--- src/rtl/arb_pkg.sv ---
// Shared definitions for the 8-requester round-robin arbiter.
package arb_pkg;

    localparam int N_REQ = 8;
    localparam int ID_W  = 3;

    typedef enum logic [1:0] {
        IDLE    = 2'd0,
        GRANT   = 2'd1,
        RELEASE = 2'd2
    } arb_state_t;

    // First set request bit scanning upward from ptr, wrapping 7 -> 0.
    // Returns ptr when no request is set (caller only uses it when req != 0).
    function automatic logic [ID_W-1:0] rr_pick(input logic [N_REQ-1:0] req_vec,
                                                 input logic [ID_W-1:0]  ptr);
        logic [ID_W-1:0] idx;
        logic            found;
        rr_pick = ptr;
        found   = 1'b0;
        for (int unsigned i = 0; i < N_REQ; i++) begin
            idx = ptr + ID_W'(i);
            if (!found && req_vec[idx]) begin
                rr_pick = idx;
                found   = 1'b1;
            end
        end
    endfunction

endpackage

--- src/rtl/onehot_enc8.sv ---
// One-hot to binary index encoder; an all-zero input encodes as index 0.
module onehot_enc8
    import arb_pkg::*;
(
    input  logic [N_REQ-1:0] i_onehot,
    output logic [ID_W-1:0]  o_index
);

    // OR together the indices of set bits; exact for one-hot or zero input.
    always_comb begin
        o_index = '0;
        for (int unsigned i = 0; i < N_REQ; i++) begin
            if (i_onehot[i]) begin
                o_index = o_index | ID_W'(i);
            end
        end
    end

endmodule

--- src/rtl/arbiter_8req.sv ---
// Round-robin arbiter for 8 requesters with IDLE/GRANT/RELEASE sequencing.
// Optional forced revocation after MAX_HOLD grant cycles: define ARB_TIMEOUT_EN.
module arbiter_8req
    import arb_pkg::*;
#(
    parameter int unsigned MAX_HOLD = 16
) (
    input  logic             clk,
    input  logic             reset,
    input  logic [N_REQ-1:0] req,
    input  logic             done,
    output logic [N_REQ-1:0] gnt,
    output logic [ID_W-1:0]  gnt_id,
    output logic             gnt_valid,
    output logic             timeout
);

    if ((MAX_HOLD < 2) || (MAX_HOLD > 255)) begin : g_bad_max_hold
        $error("arbiter_8req: MAX_HOLD must be in 2..255");
    end

    arb_state_t       r_state;
    arb_state_t       w_state_next;
    logic [ID_W-1:0]  r_ptr;
    logic [ID_W-1:0]  w_ptr_next;
    logic [N_REQ-1:0] r_gnt;
    logic [N_REQ-1:0] w_gnt_next;
    logic [ID_W-1:0]  r_gnt_id;
    logic [ID_W-1:0]  w_gnt_id_next;
    logic             r_gnt_valid;
    logic             r_timeout;
    logic             w_timeout_next;
    logic [ID_W-1:0]  w_winner;
    logic             w_release;

`ifdef ARB_TIMEOUT_EN
    logic [7:0]       r_hold;
    logic [7:0]       w_hold_next;
    logic [7:0]       w_hold_inc;
    assign w_hold_inc = r_hold + 8'd1;
`endif

    assign w_winner  = rr_pick(req, r_ptr);
    assign w_release = done || !req[r_gnt_id];

    // Index of the grant being registered, so gnt_id always matches gnt.
    onehot_enc8 u_enc (
        .i_onehot (w_gnt_next),
        .o_index  (w_gnt_id_next)
    );

    // Next-state, next-pointer and next registered-output logic.
    always_comb begin
        w_state_next   = r_state;
        w_ptr_next     = r_ptr;
        w_gnt_next     = r_gnt;
        w_timeout_next = 1'b0;
`ifdef ARB_TIMEOUT_EN
        w_hold_next    = r_hold;
`endif
        case (r_state)
            IDLE: begin
                w_gnt_next = '0;
                if (|req) begin
                    w_state_next = GRANT;
                    w_gnt_next   = N_REQ'(1) << w_winner;
                    w_ptr_next   = w_winner + ID_W'(1);
`ifdef ARB_TIMEOUT_EN
                    w_hold_next  = '0;
`endif
                end
            end
            GRANT: begin
                if (w_release) begin
                    w_state_next = RELEASE;
                    w_gnt_next   = '0;
                end
`ifdef ARB_TIMEOUT_EN
                else if (w_hold_inc == 8'(MAX_HOLD)) begin
                    w_state_next   = RELEASE;
                    w_gnt_next     = '0;
                    w_timeout_next = 1'b1;
                end
                w_hold_next = w_hold_inc;
`endif
            end
            RELEASE: begin
                w_state_next = IDLE;
                w_gnt_next   = '0;
            end
            default: begin
                w_state_next = IDLE;
                w_gnt_next   = '0;
            end
        endcase
    end

    // State, pointer and output registers; reset clears everything at once.
    always_ff @(posedge clk or posedge reset) begin
        if (reset) begin
            r_state     <= IDLE;
            r_ptr       <= '0;
            r_gnt       <= '0;
            r_gnt_id    <= '0;
            r_gnt_valid <= 1'b0;
            r_timeout   <= 1'b0;
        end else begin
            r_state     <= w_state_next;
            r_ptr       <= w_ptr_next;
            r_gnt       <= w_gnt_next;
            r_gnt_id    <= w_gnt_id_next;
            r_gnt_valid <= |w_gnt_next;
            r_timeout   <= w_timeout_next;
        end
    end

`ifdef ARB_TIMEOUT_EN
    // Grant hold counter: cleared on grant entry, counts each GRANT cycle.
    always_ff @(posedge clk or posedge reset) begin
        if (reset) begin
            r_hold <= '0;
        end else begin
            r_hold <= w_hold_next;
        end
    end
`endif

    assign gnt       = r_gnt;
    assign gnt_id    = r_gnt_id;
    assign gnt_valid = r_gnt_valid;
    assign timeout   = r_timeout;

endmodule

--- config.mk ---
export PLATFORM = sky130hd
export DESIGN_NAME = arbiter_8req
export DESIGN_NICKNAME = d
export VERILOG_FILES = /design/src/rtl/arb_pkg.sv /design/src/rtl/onehot_enc8.sv /design/src/rtl/arbiter_8req.sv
export SDC_FILE = /design/constraint.sdc
export NUM_CORES = 1
export LEC_CHECK = 0
export ABC_AREA = 1
export ABC_CLOCK_PERIOD_IN_PS = 4300
export CAP_MARGIN = 25
export CORE_MARGIN = 1.5
export CORE_UTILIZATION = 50
export DETAILED_ROUTE_END_ITERATION = 10
export MAX_ROUTING_LAYER = met4
export PLACE_DENSITY = 0.82
export SLEW_MARGIN = 20
export SYNTH_ARGS = -nofsm -noshare
export SYNTH_HDL_FRONTEND = slang
export SYNTH_SLANG_ARGS = --single-unit
--- constraint.sdc ---
create_clock -name clk -period 4.3 [get_ports clk]
set_input_delay 0.645 -clock clk [delete_from_list [all_inputs] [get_ports clk]]
set_output_delay 0.645 -clock clk [all_outputs]
set_load 0.03 [all_outputs]
-- Yosys cells after proc, flatten, opt, wreduce, memory -nomap -nowiden
Cells that the tools add are included.
W data, S select, Z words.
- $add $sub $neg: 8
- multipliers: 0
- div/mod/pow operators: 0
- order comparisons: 9
- equality and inequality tests: 3
- shift-type cells: 1
- mux-type cells: 45
- bitwise operators: 0
- reductions and logical operators: 21
- operator list (cell ; number):
    $lt A3 B4 Y1 const B ; 9
    $mux W3 ; 11
    $bmux W1 S3 ; 9
    $mux W1 ; 17
    $mux W8 ; 2
    $pmux W8 S2 ; 1
    $reduce_or A8 Y1 ; 2
    $add A3 B3 Y3 const B ; 4
    $logic_not A1 Y1 ; 8
    $mux W2 ; 4
    $shl A1 B3 Y8 const A ; 1
    $logic_and A1 B1 Y1 ; 7
    $add A3 B1 Y3 const B ; 2
    $add A3 B2 Y3 const B ; 2
    $ne A2 B2 Y1 const B ; 2
    $pmux W2 S2 ; 1
    $reduce_and A2 Y1 ; 2
    $eq A2 B1 Y1 const B ; 1
    $logic_not A2 Y1 ; 1
    $logic_or A1 B1 Y1 ; 1
- register bits: 17
- latch bits: 0
- bits in writable memories: 0
- memory bits (read-only): 0
- output and inout bits: 13
- word-level logic and storage cells: 92
- memories kept: 0

-- Logic depth before layout (Yosys ltp)
- depth in word-level cells: 34
- depth in mapped cells: 26
- depth with buffers taken out: 24

-- Modules after synthesis
Synthesis repeated with hierarchy kept, for this count alone.
- cell total of the unflattened synthesis: 241
- area, all modules: 1575.3 µm²
- modules (own cells, without submodules) (module ; times used ; cells each ; area each (µm²) ; seq. area each (µm²)):
    arbiter_8req ; 1 ; 233 ; 1542.7 ; 425.4
    onehot_enc8 ; 1 ; 8 ; 32.5 ; 0.0

-- Worst setup path before layout
Ideal clock, no wire load.
- kind: register -> register
- from: register r_ptr[0]
- to: register r_gnt_id[1] (netlist: gnt_id[1])
- library setup time: 0.124 ns
- arrival time: 3.292 ns
- data required time: 4.176 ns
- path slack: 0.884 ns
- stages on the path, launching flop included: 23
- clock period less this slack: 3.416 ns
- cell sequence: dfrtp_1 > buf_6 > inv_4 > buf_12 > ha_1 > inv_2 > nand3_2 > nand3_2 > nand2_4 > nor2_8 > nand4_4 > nor2_4 > nand2_2 > nor2_2 > nor2_1 > nand4_1 > xor2_1 > inv_1 > ha_1 > ha_1 > a22oi_1 > nand3_1 > or2_1
- word-level cells in the longest chain between the ends: 33
- elaborated cells between the ends (all ways): 60
- those cells by class: add/sub (7); shift (1); mux (38); reduce/logical (14)
- ends and longest elaborated chain (item ; RTL line ; source):
    start, declared ; arbiter_8req.sv:24 ; logic [ID_W-1:0] r_ptr;
    start signal, assigned ; arbiter_8req.sv:109 ; r_ptr <= w_ptr_next;
    parallel branches: the longest is 23 deep, another holds $add A3 B1 Y3 ; - ;
    $mux W3 * ; arb_pkg.sv:23 ; if (!found && req_vec[idx]) begin
    $shl A1 B3 Y8 * ; arbiter_8req.sv:66 ; w_gnt_next = N_REQ'(1) << w_winner;
    $mux W8 * ; arbiter_8req.sv:64 ; if (|req) begin
    $pmux W8 S2 * ; arbiter_8req.sv:61 ; case (r_state)
    $mux W2 (2 in a row) ; onehot_enc8.sv:13 ; if (i_onehot[i]) begin
    $mux W3 (3 in a row) ; onehot_enc8.sv:13 ;
    $mux W3 * ; onehot_enc8.sv:13 ;
    via u_enc.o_index[1] ; onehot_enc8.sv:6 ; output logic [ID_W-1:0] o_index
    end signal, assigned ; arbiter_8req.sv:111 ; r_gnt_id <= w_gnt_id_next;
    end, declared ; arbiter_8req.sv:28 ; logic [ID_W-1:0] r_gnt_id;
Mark *: on every way through the listed nets, which the timed path passes. The select of a mux whose other input is x is not followed.
A chain may end at the register's enable or synchronous reset.

-- Worst setup path after layout
Same ends and word-level chain as after synthesis.

==> impl_metrics.csv <==
group,metric,value,unit
placed_design,gp_congestion,1.005,
sta,drv_slew,0,
placed_design,port_buffers,22,
routing,first_pass_iters,4,
grt,grt_pass1_wl,6030,µm
layout,drive_gt1_share,16.60,%
setup_path,required,4.47,ns
placed_design,placed_area,0.001889,mm²
clocking,numCtsBuffers,3,
synthesis,avgSynthCellArea,6.833,µm²
sta,slew_headroom,59.66,%
sta,worst_slack,0.4260,ns
grt,grt_pass1_vias,1443,
layout,fillCellCount,300,
synthesis,synth_ff_type,"dfrtp_1",
sta,rsz0062_at_grt,"no",
routing,vias,1549,
floorplanning,die_h,60.63,µm
clocking,cts.htree.levels,1,
setup_path,critPathArrivalTime,4.04,ns
sta,finalCriticalPeriod,3.874,ns
setup_path,end_kind,"register",
floorplanning,design.die.area,0.003675,mm²
synthesis,synth_seq_cells,17,
synthesis,synth_cell_types,37,
clocking,clk_pin_slew,0.09,ns
layout,area_delta_synth_final,15.37,%
layout,final_common_cell,"nand2_1",
synthesis,yosysSeqAreaShare,25.62,%
floorplanning,io_pins,24,
clocking,cts_root_buffer,"clkbuf_4",
floorplanning,fp-row-count,20,
routing,wirelength,3580,µm
grt,global_route.usage.total,22.05,%
hold_path,hp-class,"register to register",
sta,min_period_over_period,90.09,%
synthesis,ys_warn_count,0,
synthesis,postSynth.asyncResetShare,100.0,%
clocking,clockBufferDepth,2,
routing,wl_per_cell,11.59,µm
clocking,postCtsSetupRepairBufs,0,
sta,timing.final.hold_violations,0,
sta,worst_clock_skew,0.006636,ns
synthesis,synth_cells,243,
sta,worstMarginPinSlew,0.6044,ns
placed_design,dp_slack,0.4425,ns
routing,via_per_inst,5.013,
synthesis,synth_edf_count,0,
placed_design,dpl.cell_count,305,
routing,drt_iter0_drc,129,
clocking,holdBufCountCts,0,
floorplanning,core-area,0.003103,mm²
outcome,status,"finished clean",
setup_path,path_max_fanout,11,
layout,design_area,0.001916,mm²
setup_path,cp-start-kind,"register",
floorplanning,die_x,60.63,µm
synthesis,syn_nets,261,
grt,antenna_found_initial,0,
sta,setup_violations,0,
clocking,clk_latency,0.28,ns
routing,antenna_left,0,
floorplanning,initial_utilization,53.51,%
sta,tns,0,ns
run,max_cap_viol_count,0,
synthesis,netlist_area,0.001660,mm²
sta,fmax,258.1,MHz
setup_path,critical_path_class,"register to register",
grt,overflow,0,
clocking,clock_sinks,17,
placed_design,dp_hpwl,2869,µm
clocking,cts.repair.resized,0,
layout,final_cell_mix,"nand2_1 (63), inv_1 (30), nand3_1 (27)",
clocking,cts_tree,"yes",
grt,grt_max_degree,18,
routing,drc,0,
layout,fin_nets,284,
layout,final_cells,309,
layout,antennaDiodeCount,0,
final cells by class:
type / count / area [µm²] / area share [%]
Tap cell: 44 / 55.05 / 2.874
Inverter: 39 / 148.9 / 7.773
Clock buffer: 4 / 26.28 / 1.372
Multi-Input combinational cell: 183 / 1040 / 54.28
Sequential cell: 17 / 425.4 / 22.21
Timing Repair Buffer: 22 / 220.2 / 11.50
metal layers:
metal / vias to the layer above / wire [µm] / GRT usage, %
met2: 29 / 1607 / 35.79
met1: 702 / 1828 / 29.57
li1: 816 / - / -
met3: 2 / 138 / 4.051
met4: 0 / 6 / 3.106
met5: - / 0 / -
stage by stage:
stage | utilization, % | hold WS (ns)
floorplan | - | 0.4909
global placement | 60.89 | 0.4978
detailed placement | 60.89 | 0.4929
CTS | 61.73 | 0.5200
global route | 61.73 | 0.5411
finish | 61.73 | 0.5146
critical path, cell delays in order (launching register included):
cell	delay, ns
dfrtp_1	0.55
inv_4	0.15
ha_1	0.46
inv_2	0.19
nand3_2	0.11
nand3_2	0.10
nand2_4	0.08
nor2_8	0.14
nand4_4	0.11
nor2_4	0.12
nand2_2	0.07
nor2_2	0.11
nor2_1	0.08
nand4_1	0.08
xor2_1	0.29
inv_1	0.11
ha_1	0.22
ha_1	0.20
a22oi_1	0.21
nand3_1	0.13
or2_1	0.25
cell usage after synthesis (2+ instances only):
cell	instances	area share [%]
nand4_1	2	0.75
nor2_1	21	4.7
buf_4	2	0.90
nand2_4	4	2.7
ha_1	7	5.3
o22ai_1	2	0.75
nand3_1	27	8.1
a21oi_1	4	1.2
nor4_1	2	0.75
dfrtp_1	17	26
nand2_2	10	3.8
o21ai_0	11	3.3
nand3_2	8	4.8
o21a_1	2	0.90
inv_1	30	6.8
nor2_2	3	1.1
inv_2	8	1.8
xor2_1	2	1.1
nand2_1	63	14
path summary, 6_finish.rpt:
check,from,end,slack (ns),cells past startpoint
min in group asynchronous,reset,gnt[3],0.72,2
worst min-delay path,gnt[4],gnt[4],0.51,2
worst min register to register,gnt[4],gnt[4],0.51,2
worst max register to register,r_ptr[0],gnt_id[1],0.43,20
max in group asynchronous,reset,gnt_id[1],3.19,2
worst max-delay path,r_ptr[0],gnt_id[1],0.43,20
sequential cells by signal, indices dropped and copies added, names as in the netlist:
name	cells
gnt	8
gnt_id	3
r_ptr	3
r_state	2
gnt_valid	1
logic make-up (layout without fill, tap and decap cells):
group / Yosys count / after routing / synth area share (%)
AOI/OAI and AO/OA: 25 / 25 / 8.892
DFF: 17 / 17 / 25.62
other: 1 / 1 / 0.2259
and+or+nand+nor: 146 / 146 / 45.67
adders and majority gates: 7 / 7 / 5.275
xor gates and xnor gates: 4 / 4 / 2.563
buffers and inverters: 43 / 65 / 11.76
Power is left out: the tool's default activity adds up to more than one toggle a clock period on the data nets, which glitch-free logic cannot reach.
